==> src/rtl/signed_mac_accumulator_pkg.sv <==
// Shared types and helpers for the signed multiply-accumulate stage:
// the two-state handshake FSM encoding and the saturation bounds helper.
package mac_pkg;

    typedef enum logic {
        ACCUM = 1'b0,
        HOLD  = 1'b1
    } mac_state_t;

    // Bounds are carried in a wide container so any accumulator width up to
    // BOUND_W-1 bits can be described; users slice down to their own width.
    localparam int BOUND_W = 128;

    typedef struct packed {
        logic signed [BOUND_W-1:0] max_val;
        logic signed [BOUND_W-1:0] min_val;
    } sat_bounds_t;

    // Largest and smallest two's-complement values representable in acc_w bits.
    function automatic sat_bounds_t sat_bounds(input int acc_w);
        sat_bounds_t b;
        b.max_val = $signed((BOUND_W'(1) << (acc_w - 1)) - BOUND_W'(1));
        b.min_val = -$signed(BOUND_W'(1) << (acc_w - 1));
        return b;
    endfunction

endpackage

==> src/rtl/signed_mac_accumulator_sat_adder.sv <==
// Combinational signed W-bit adder that clamps to the W-bit range instead of
// wrapping, flagging whenever the clamp was applied.
module sat_adder
    import mac_pkg::*;
#(
    parameter int W = 16
) (
    input  logic signed [W-1:0] a,
    input  logic signed [W-1:0] b,
    output logic signed [W-1:0] sum,
    output logic                ovf
);

    localparam sat_bounds_t BOUNDS = sat_bounds(W);
    localparam logic signed [W:0] MAX_EXT = BOUNDS.max_val[W:0];
    localparam logic signed [W:0] MIN_EXT = BOUNDS.min_val[W:0];

    logic signed [W:0] nsum;

    // One extra bit of headroom makes the true sum exact, so the clamp
    // decision is a plain signed compare against the range limits.
    always_comb begin
        nsum = {a[W-1], a} + {b[W-1], b};
        sum  = nsum[W-1:0];
        ovf  = 1'b0;
        if (nsum > MAX_EXT) begin
            sum = MAX_EXT[W-1:0];
            ovf = 1'b1;
        end else if (nsum < MIN_EXT) begin
            sum = MIN_EXT[W-1:0];
            ovf = 1'b1;
        end
    end

endmodule

==> src/rtl/signed_mac_accumulator.sv <==
// Streaming dot-product stage: sums signed products until in_last, then holds
// the saturated sum, term count and overflow flag until downstream takes it.
module signed_mac_accumulator
    import mac_pkg::*;
#(
    parameter int SIZE  = 32,
    parameter int ACC_W = 2*SIZE+8,
    parameter int LEN_W = 8
) (
    input  logic                    clk,
    input  logic                    rst,
    input  logic                    in_valid,
    output logic                    in_ready,
    input  logic [2*SIZE-1:0]       in_product,
    input  logic                    in_last,
    output logic                    out_valid,
    input  logic                    out_ready,
    output logic signed [ACC_W-1:0] out_sum,
    output logic [LEN_W-1:0]        out_count,
    output logic                    out_overflow
);

    mac_state_t state;
    mac_state_t state_next;

    logic signed [ACC_W-1:0] acc;
    logic [LEN_W-1:0]        count;
    logic                    ovf;

    logic signed [ACC_W-1:0] prod_ext;
    logic signed [ACC_W-1:0] add_sum;
    logic                    add_ovf;
    logic [LEN_W-1:0]        count_inc;
    logic                    accept;

    assign prod_ext  = ACC_W'($signed(in_product));
    assign count_inc = (&count) ? count : count + LEN_W'(1);
    assign accept    = in_valid & in_ready;

    sat_adder #(
        .W (ACC_W)
    ) u_sat_adder (
        .a   (acc),
        .b   (prod_ext),
        .sum (add_sum),
        .ovf (add_ovf)
    );

    // State register; reset lands in ACCUM with nothing pending.
    always_ff @(posedge clk or posedge rst) begin
        if (rst) begin
            state <= ACCUM;
        end else begin
            state <= state_next;
        end
    end

    // Next state and handshake outputs, decoded from the registered state only
    // (reset gates in_ready so nothing is taken while reset is held).
    always_comb begin
        state_next = state;
        in_ready   = 1'b0;
        out_valid  = 1'b0;
        case (state)
            ACCUM: begin
                in_ready = ~rst;
                if (accept && in_last) begin
                    state_next = HOLD;
                end
            end
            HOLD: begin
                out_valid = 1'b1;
                if (out_ready) begin
                    state_next = ACCUM;
                end
            end
            default: state_next = ACCUM;
        endcase
    end

    // Accumulator and result registers: partial sums build up in acc/count/ovf,
    // and the final term moves the completed totals into the out_* holding
    // registers while clearing the running state for the next vector.
    always_ff @(posedge clk or posedge rst) begin
        if (rst) begin
            acc          <= '0;
            count        <= '0;
            ovf          <= 1'b0;
            out_sum      <= '0;
            out_count    <= '0;
            out_overflow <= 1'b0;
        end else if (accept) begin
            if (in_last) begin
                out_sum      <= add_sum;
                out_count    <= count_inc;
                out_overflow <= ovf | add_ovf;
                acc          <= '0;
                count        <= '0;
                ovf          <= 1'b0;
            end else begin
                acc   <= add_sum;
                count <= count_inc;
                ovf   <= ovf | add_ovf;
            end
        end
    end

endmodule

==> config.mk <==
export PLATFORM = sky130hd
export DESIGN_NAME = signed_mac_accumulator
export DESIGN_NICKNAME = d
export VERILOG_FILES = /design/src/rtl/signed_mac_accumulator_pkg.sv /design/src/rtl/signed_mac_accumulator_sat_adder.sv /design/src/rtl/signed_mac_accumulator.sv
export SDC_FILE = /design/constraint.sdc
export NUM_CORES = 1
export LEC_CHECK = 0
export ABC_CLOCK_PERIOD_IN_PS = 6050
export CORE_MARGIN = 2
export CORE_UTILIZATION = 55
export DETAILED_ROUTE_END_ITERATION = 8
export PLACE_DENSITY = 0.91
export REMOVE_ABC_BUFFERS = 1
export SKIP_LAST_GASP = 1
export SLEW_MARGIN = 0
export SYNTH_ARGS = -nofsm -noshare
export SYNTH_HDL_FRONTEND = slang
export SYNTH_HIERARCHICAL = 1
export SYNTH_SLANG_ARGS = --single-unit
==> constraint.sdc <==
create_clock -name clk -period 6.05 [get_ports clk]
set_input_delay 1.21 -clock clk [delete_from_list [all_inputs] [get_ports clk]]
set_output_delay 1.21 -clock clk [all_outputs]
set_load 0.05 [all_outputs]
==> flow_metrics.tcl, run 1 <==
set metrics [dict create \
    critPathLaunchType "primary input" \
    die_h_um 149.8 \
    track_usage_pct 29.75 \
    cellPowerDensity_nw_per_um2 613.4 \
    synth-seq-area-share_pct 34.87 \
    first_pass_iters 6 \
    synth_edf_count 0 \
    status "finished, final reports clean" \
    grt_pass1_wl_um 54010 \
    place_area_um2 13200 \
    die_w_um 149.8 \
    setup_viol 0 \
    drv_cap 0 \
    num_rows 53 \
    rrSetupSlack_ns 1.47 \
    ys_top_cells_by_area "dfrtp_1, nand2_1, ha_1" \
    path_max_fanout 38 \
    ys_seq_elements 163 \
    max_freq_mhz 182.7 \
    ioPinCount 152 \
    whs_endpoint "out_sum[28]$_DFFE_PP0P_" \
    fin_nets 1718 \
    root_buffer "clkbuf_16" \
    final_cell_mix "nand2_1, dfrtp_1, clkdlybuf4s50_1" \
    comb_power_share_pct 65.6 \
    setup_slack_ns 0.5767 \
    viasPerCell 6.054 \
    overflow 0 \
    p_switching_mw 4.384 \
    layout.cells.non_filler 1863 \
    drt_iter0_drc 1057 \
    htreeDepth 4 \
    portBuffers 151 \
    drive_above_1_share_pct 4.345 \
    post-cts-setup-buffer-count 0 \
    worst-slew-pin-transition_ns 0.9829 \
    ant_nets 0 \
    p_int_mw 4.047 \
    finalWirelength_um 33230 \
    syn-instance-count 1485 \
    seqPwrFrac_pct 22.3 \
    ff2ff_path_depth 16 \
    synthFlopType "dfrtp_1" \
    ir_worst_vdd_mv 0.3348 \
    yosys.area.top_type "dfrtp_1" \
    core_area_um2 20960 \
    yosys_warnings 6 \
    hold_class "reg -> reg" \
    cellLeakagePower_nw 6.411 \
    rsz0062_at_grt "false" \
    gp_congestion 0.9480 \
    ctsResizeCount 0 \
    cts.sinks 163 \
    final_common_cell "nand2_1" \
    synth_top_cell_area_share_pct 34.87 \
    synthDistinctLibCells 75 \
    die_area_um2 22450 \
    first_global_vias 10830 \
    post-place-ws_ns 0.2889 \
    hold_viol_final 0 \
    detailed_place_hpwl_um 23460 \
    netlist_area_um2 11700 \
    swShare_pct 52.00 \
    drt-wirelength-per-cell_um 17.84 \
    cts_hold_buf 0 \
    drc 0 \
    period_needed_ns 5.473 \
    num_antenna_cells 0 \
    cts_buffers 17 \
    fillers 1802 \
    finalCritPeriodShare_pct 90.47 \
    avgSynthCellArea_um2 7.878 \
    cts.clk_slew.worst_paths_ns 0.06 \
    arrival_ns 5.83 \
    skew_ns 0.01316 \
    clock_power_share_pct 12.1 \
    multi_input_area_um2 7039 \
    critPathRequiredTime_ns 6.41 \
    cts_tree "built" \
    hold_depth 2 \
    r2r-start "acc[0]$_DFFE_PP0P_" \
    grt_max_degree 84 \
    fin_hold_ws_ns 0.4725 \
    register_area_um2 4079 \
    fin_area_um2 13750 \
    dp.cells 1831 \
    fin_util_pct 65.60 \
    initial_core_util_pct 55.83 \
    worstSkewPairLatency_ns 0.43 \
    crit_type "in -> reg" \
    hold_start "out_sum[28]$_DFFE_PP0P_" \
    cts_buffer_depth 2 \
    finalPower_mw 8.432 \
    end_kind "register" \
    setup_tns_ns 0 \
    antenna_found_initial 0 \
    num_vias 11280 \
    relSlewSlack_pct 34.47 \
    slew_violations 0 \
    area_delta_synth_final_pct 17.51 \
    synthArstFlopShare_pct 100.0 \
    r2r-end "acc[37]$_DFFE_PP0P_" \
]
-- power groups by stage --
| stage | Sequential, mW | Combinational, mW | Clock (mW) |
|---|---|---|---|
| after floorplan | 2.71 | 3.02 | 0 |
| after global placement | 1.87 | 5.28 | 0 |
| after detailed placement | 1.89 | 5.38 | 0 |
| after CTS | 1.88 | 5.44 | 1.03 |
| after global routing | 1.94 | 5.97 | 1.08 |
| final | 1.88 | 5.53 | 1.02 |
-- worst max-delay path by stage --
stage	start	to	cells past startpoint
6_report	in_product[0]	acc[37]$_DFFE_PP0P_	17
5_1_grt	in_product[0]	acc[37]$_DFFE_PP0P_	17
4_1_cts	in_product[0]	acc[37]$_DFFE_PP0P_	17
3_5_place_dp	in_product[0]	acc[37]$_DFFE_PP0P_	17
3_3_place_gp	in_product[63]	acc[32]$_DFFE_PP0P_	15
2_1_floorplan	rst	out_count[2]$_DFFE_PP0P_	3
-- worst max-delay path: stages --
cell	delay, ns
clkdlybuf4s50_1	0.48
ha_1	0.24
inv_1	0.08
fa_1	0.40
nor2b_1	0.17
o2111ai_1	0.17
a31oi_1	0.31
o2111ai_1	0.25
a311oi_2	0.47
a221oi_2	0.15
a31oi_1	0.29
a22o_1	0.51
nor2_4	0.27
buf_12	0.25
o21ai_0	0.30
nand3b_1	0.13
nand2_1	0.12
-- final cells by class --
class | count | share of cell area [%]
timing repair buffer | 164 | 11.85
multi-input combinational | 1201 | 51.21
clock buffer | 20 | 3.249
inverter | 28 | 0.8010
sequential | 163 | 29.67
tap | 275 | 2.503
clock inverter | 12 | 0.7190
-- cells by family (layout without fill, tap and decap cells) --
family          after synthesis  after routing  share of synthesized area, %
compound gates              367            367                         19.32
xor+xnor                     68             68                         5.091
fa+ha+maj                    79             79                         8.406
buf+inv                     121            224                         5.091
flops                       163            163                         34.87
mux                           3              3                        0.2674
simple gates                684            684                         26.96
-- registers in the layout, indices dropped and copies added (netlist names) --
| name | flops |
|---|---|
| acc | 72 |
| state | 1 |
| ovf | 1 |
| out_count | 8 |
| out_overflow | 1 |
| count | 8 |
| out_sum | 72 |
-- layer usage --
layer / track usage (%) / part of all wire (%)
met1: 40.10 / 43
met2: 48.65 / 46
met3: 4.604 / 7.3
met4: 10.66 / 2.9
met5: 0 / 0
-- Yosys cell counts, types with 4 or more instances --
| cell | count |
|---|---|
| o21ai_0 | 75 |
| o2111ai_1 | 4 |
| nor3_1 | 20 |
| and2_1 | 6 |
| a31oi_1 | 17 |
| o31ai_1 | 7 |
| a21oi_1 | 143 |
| xnor2_1 | 45 |
| inv_1 | 28 |
| o21a_1 | 15 |
| buf_2 | 19 |
| clkbuf_1 | 54 |
| ha_1 | 73 |
| nand2b_1 | 8 |
| nor2_1 | 48 |
| dfrtp_1 | 163 |
| buf_6 | 13 |
| or3_1 | 5 |
| o21bai_1 | 15 |
| a21o_1 | 37 |
| nor4_1 | 4 |
| maj3_1 | 5 |
| and3_1 | 9 |
| nand4_1 | 29 |
| o211ai_1 | 7 |
| nand2_1 | 443 |
| xor2_1 | 23 |
| a21boi_0 | 5 |
| o21ai_1 | 6 |
| buf_4 | 5 |
| nand3_1 | 18 |
| nand3b_1 | 73 |
Note: power is estimated with default switching activity, not from simulation.
==> inputs of run 2 (changes only) <==
--- a/config.mk
+++ b/config.mk
@@ -7,9 +7,9 @@
 export LEC_CHECK = 0
 export ABC_CLOCK_PERIOD_IN_PS = 6050
 export CORE_MARGIN = 2
-export CORE_UTILIZATION = 55
+export CORE_UTILIZATION = 45
 export DETAILED_ROUTE_END_ITERATION = 8
-export PLACE_DENSITY = 0.91
+export PLACE_DENSITY = 0.78
 export REMOVE_ABC_BUFFERS = 1
 export SKIP_LAST_GASP = 1
 export SLEW_MARGIN = 0
==> run 2 against run 1 <==
  * Count of clock-buffer cells in the layout shrank 3
  * Non-clock buffer count grew 1
  * Combinational power shrank 0.7%
  * Critical path depth is the same
  * Largest cell class unchanged
==> flow_metrics.tcl, run 2 (synthesis gave the netlist of run 1 again) <==
set metrics [dict create \
    ant_nets 0 \
    die_area_um2 27300 \
    die_h_um 165.2 \
    critPathSlowestCell "nor2_4" \
    finalWirelength_um 33120 \
    max_freq_mhz 183.3 \
    critPathLaunch "in_product[0]" \
    skew_ns 0.01206 \
    first_pass_iters 6 \
    initial_core_util_pct 45.41 \
    finalCritPeriodShare_pct 90.17 \
    viasPerCell 5.724 \
    hold_class "reg -> reg" \
    portBuffers 151 \
    finalPower_mw 8.468 \
    final_common_cell "nand2_1" \
    cellPowerDensity_nw_per_um2 610.3 \
    track_usage_pct 24.72 \
    arrival_ns 5.76 \
    num_vias 11010 \
    detailed_place_hpwl_um 23440 \
    r2r-end "acc[46]$_DFFE_PP0P_" \
    antenna_found_initial 0 \
    rrSetupSlack_ns 1.39 \
    r2r-start "acc[0]$_DFFE_PP0P_" \
    setup_viol 0 \
    layout.cells.non_filler 1924 \
    die_w_um 165.2 \
    drive_above_1_share_pct 4.531 \
    relSlewSlack_pct 33.49 \
    worstPathBufferInverterCount 3 \
    ir_worst_vdd_mv 0.2992 \
    cts.clk_slew.worst_paths_ns 0.07 \
    critPathLaunchType "primary input" \
    cts_tree "built" \
    post-cts-setup-buffer-count 0 \
    slew_violations 0 \
    drc 0 \
    root_buffer "clkbuf_16" \
    setup_tns_ns 0 \
    grt_max_degree 94 \
    cts.sinks 163 \
    drt-wirelength-per-cell_um 17.21 \
    worst-slew-pin-transition_ns 0.9976 \
    gp_congestion 0.9449 \
    htreeDepth 4 \
    hold_viol_final 0 \
    fin_nets 1719 \
    place_area_um2 13280 \
    fin_area_um2 13870 \
    crit_path_end "acc[46]$_DFFE_PP0P_" \
    first_global_vias 10810 \
    overflow 0 \
    area_delta_synth_final_pct 18.60 \
    grt_pass1_wl_um 54180 \
    path_cells "clkdlybuf4s50_1 > ha_1 > inv_1 > fa_1 > nor2b_1 > o2111ai_1 > a31oi_1 > o2111ai_1 > a311oi_2 > a221oi_2 > a31oi_1 > a22o_1 > nor2_4 > buf_12 > o21ai_0 > nand3b_1 > nand2_1" \
    period_needed_ns 5.455 \
    ctsResizeCount 0 \
    end_kind "register" \
    ioPinCount 152 \
    cts_buffer_depth 2 \
    drv_cap 0 \
    cts_buffers 17 \
    fin_util_pct 53.85 \
    top_regs "acc: 72 flops, out_sum: 72 flops" \
    cp.depth 17 \
    critPathRequiredTime_ns 6.36 \
    drt_iter0_drc 880 \
    crit_type "in -> reg" \
    cts_hold_buf 0 \
    num_antenna_cells 0 \
    fillers 2431 \
    cellLeakagePower_nw 6.442 \
    rsz0062_at_grt "false" \
    hold_start "out_sum[10]$_DFFE_PP0P_" \
    status "finished, final reports clean" \
    num_rows 59 \
    final_cell_mix "nand2_1, dfrtp_1, clkdlybuf4s50_1" \
    dp.cells 1892 \
    path_max_fanout 34 \
    path_delay_family "compound AO/OA/AOI/OAI gates" \
    core_area_um2 25760 \
    worstSkewPairLatency_ns 0.43 \
    ff2ff_path_depth 16 \
    cpPeakStageDelay_ns 0.80 \
]
run 2: cell types whose count changed in the layout (fill, tap and decap cells not counted), sizes merged:
cell / before / now
clkinvlp: 2 / 1
clkbuf: 20 / 17
bufinv: 0 / 1
clkinv: 6 / 4
inv: 32 / 37
buf: 14 / 15
run 2: how the worst min path moves through the flow:
stage,slack (ns),to,cells after the start
2_1_floorplan,0.45,acc[0]$_DFFE_PP0P_,2
3_3_place_gp,0.46,out_overflow$_DFFE_PP0P_,2
3_5_place_dp,0.46,out_overflow$_DFFE_PP0P_,2
4_1_cts,0.48,acc[25]$_DFFE_PP0P_,2
5_1_grt,0.50,acc[50]$_DFFE_PP0P_,2
6_report,0.47,out_sum[10]$_DFFE_PP0P_,2
run 2: routing by layer:
| metal | share of wire [%] | wire (um) | GRT usage, % | up-vias |
|---|---|---|---|---|
| met5 | 0 | 0 | 0 | - |
| met2 | 45 | 15040 | 39.45 | 365 |
| li1 | - | - | - | 5335 |
| met3 | 5.7 | 1891 | 3.921 | 55 |
| met1 | 46 | 15330 | 34.07 | 5258 |
| met4 | 2.6 | 858 | 8.656 | 0 |
run 2: metrics by stage:
stage	worst slack (ns)	hold WS, ns
6_report	0.5946	0.4741
2_1_floorplan	0.01066	0.4453
3_5_place_dp	0.2782	0.4605
5_1_grt	0.3798	0.4977
3_3_place_gp	0.5524	0.4560
4_1_cts	0.7021	0.4789
run 2: cell type report:
| class | instances | area (um2) | area share [%] |
|---|---|---|---|
| timing repair buffer | 165 | 1637 | 11.80 |
| inverter | 28 | 110.1 | 0.7936 |
| clock buffer | 17 | 425.4 | 3.066 |
| clock inverter | 15 | 165.2 | 1.190 |
| tap | 335 | 419.2 | 3.021 |
| sequential | 163 | 4079 | 29.40 |
| multi-input combinational | 1201 | 7039 | 50.73 |
run 2: where the power goes:
part / switching [mW] / internal, mW
logic: 3.55 / 1.94
clock network: 0.507 / 0.589
registers: 0.312 / 1.57
run 2: tightest hold or removal path, delay by kind of cell (launching register included):
kind	cells	cell delay, ns
AND/OR/NAND/NOR	2	0.10
flip-flops	1	0.34
==> inputs of run 3 (changes only) <==
--- a/config.mk
+++ b/config.mk
@@ -11,6 +11,7 @@
 export DETAILED_ROUTE_END_ITERATION = 8
 export PLACE_DENSITY = 0.78
 export REMOVE_ABC_BUFFERS = 1
+export SKIP_CTS_REPAIR_TIMING = 1
 export SKIP_LAST_GASP = 1
 export SLEW_MARGIN = 0
 export SYNTH_ARGS = -nofsm -noshare
==> results of run 3 <==
The final DEF is identical to that of run 2; final timing and power are the same.
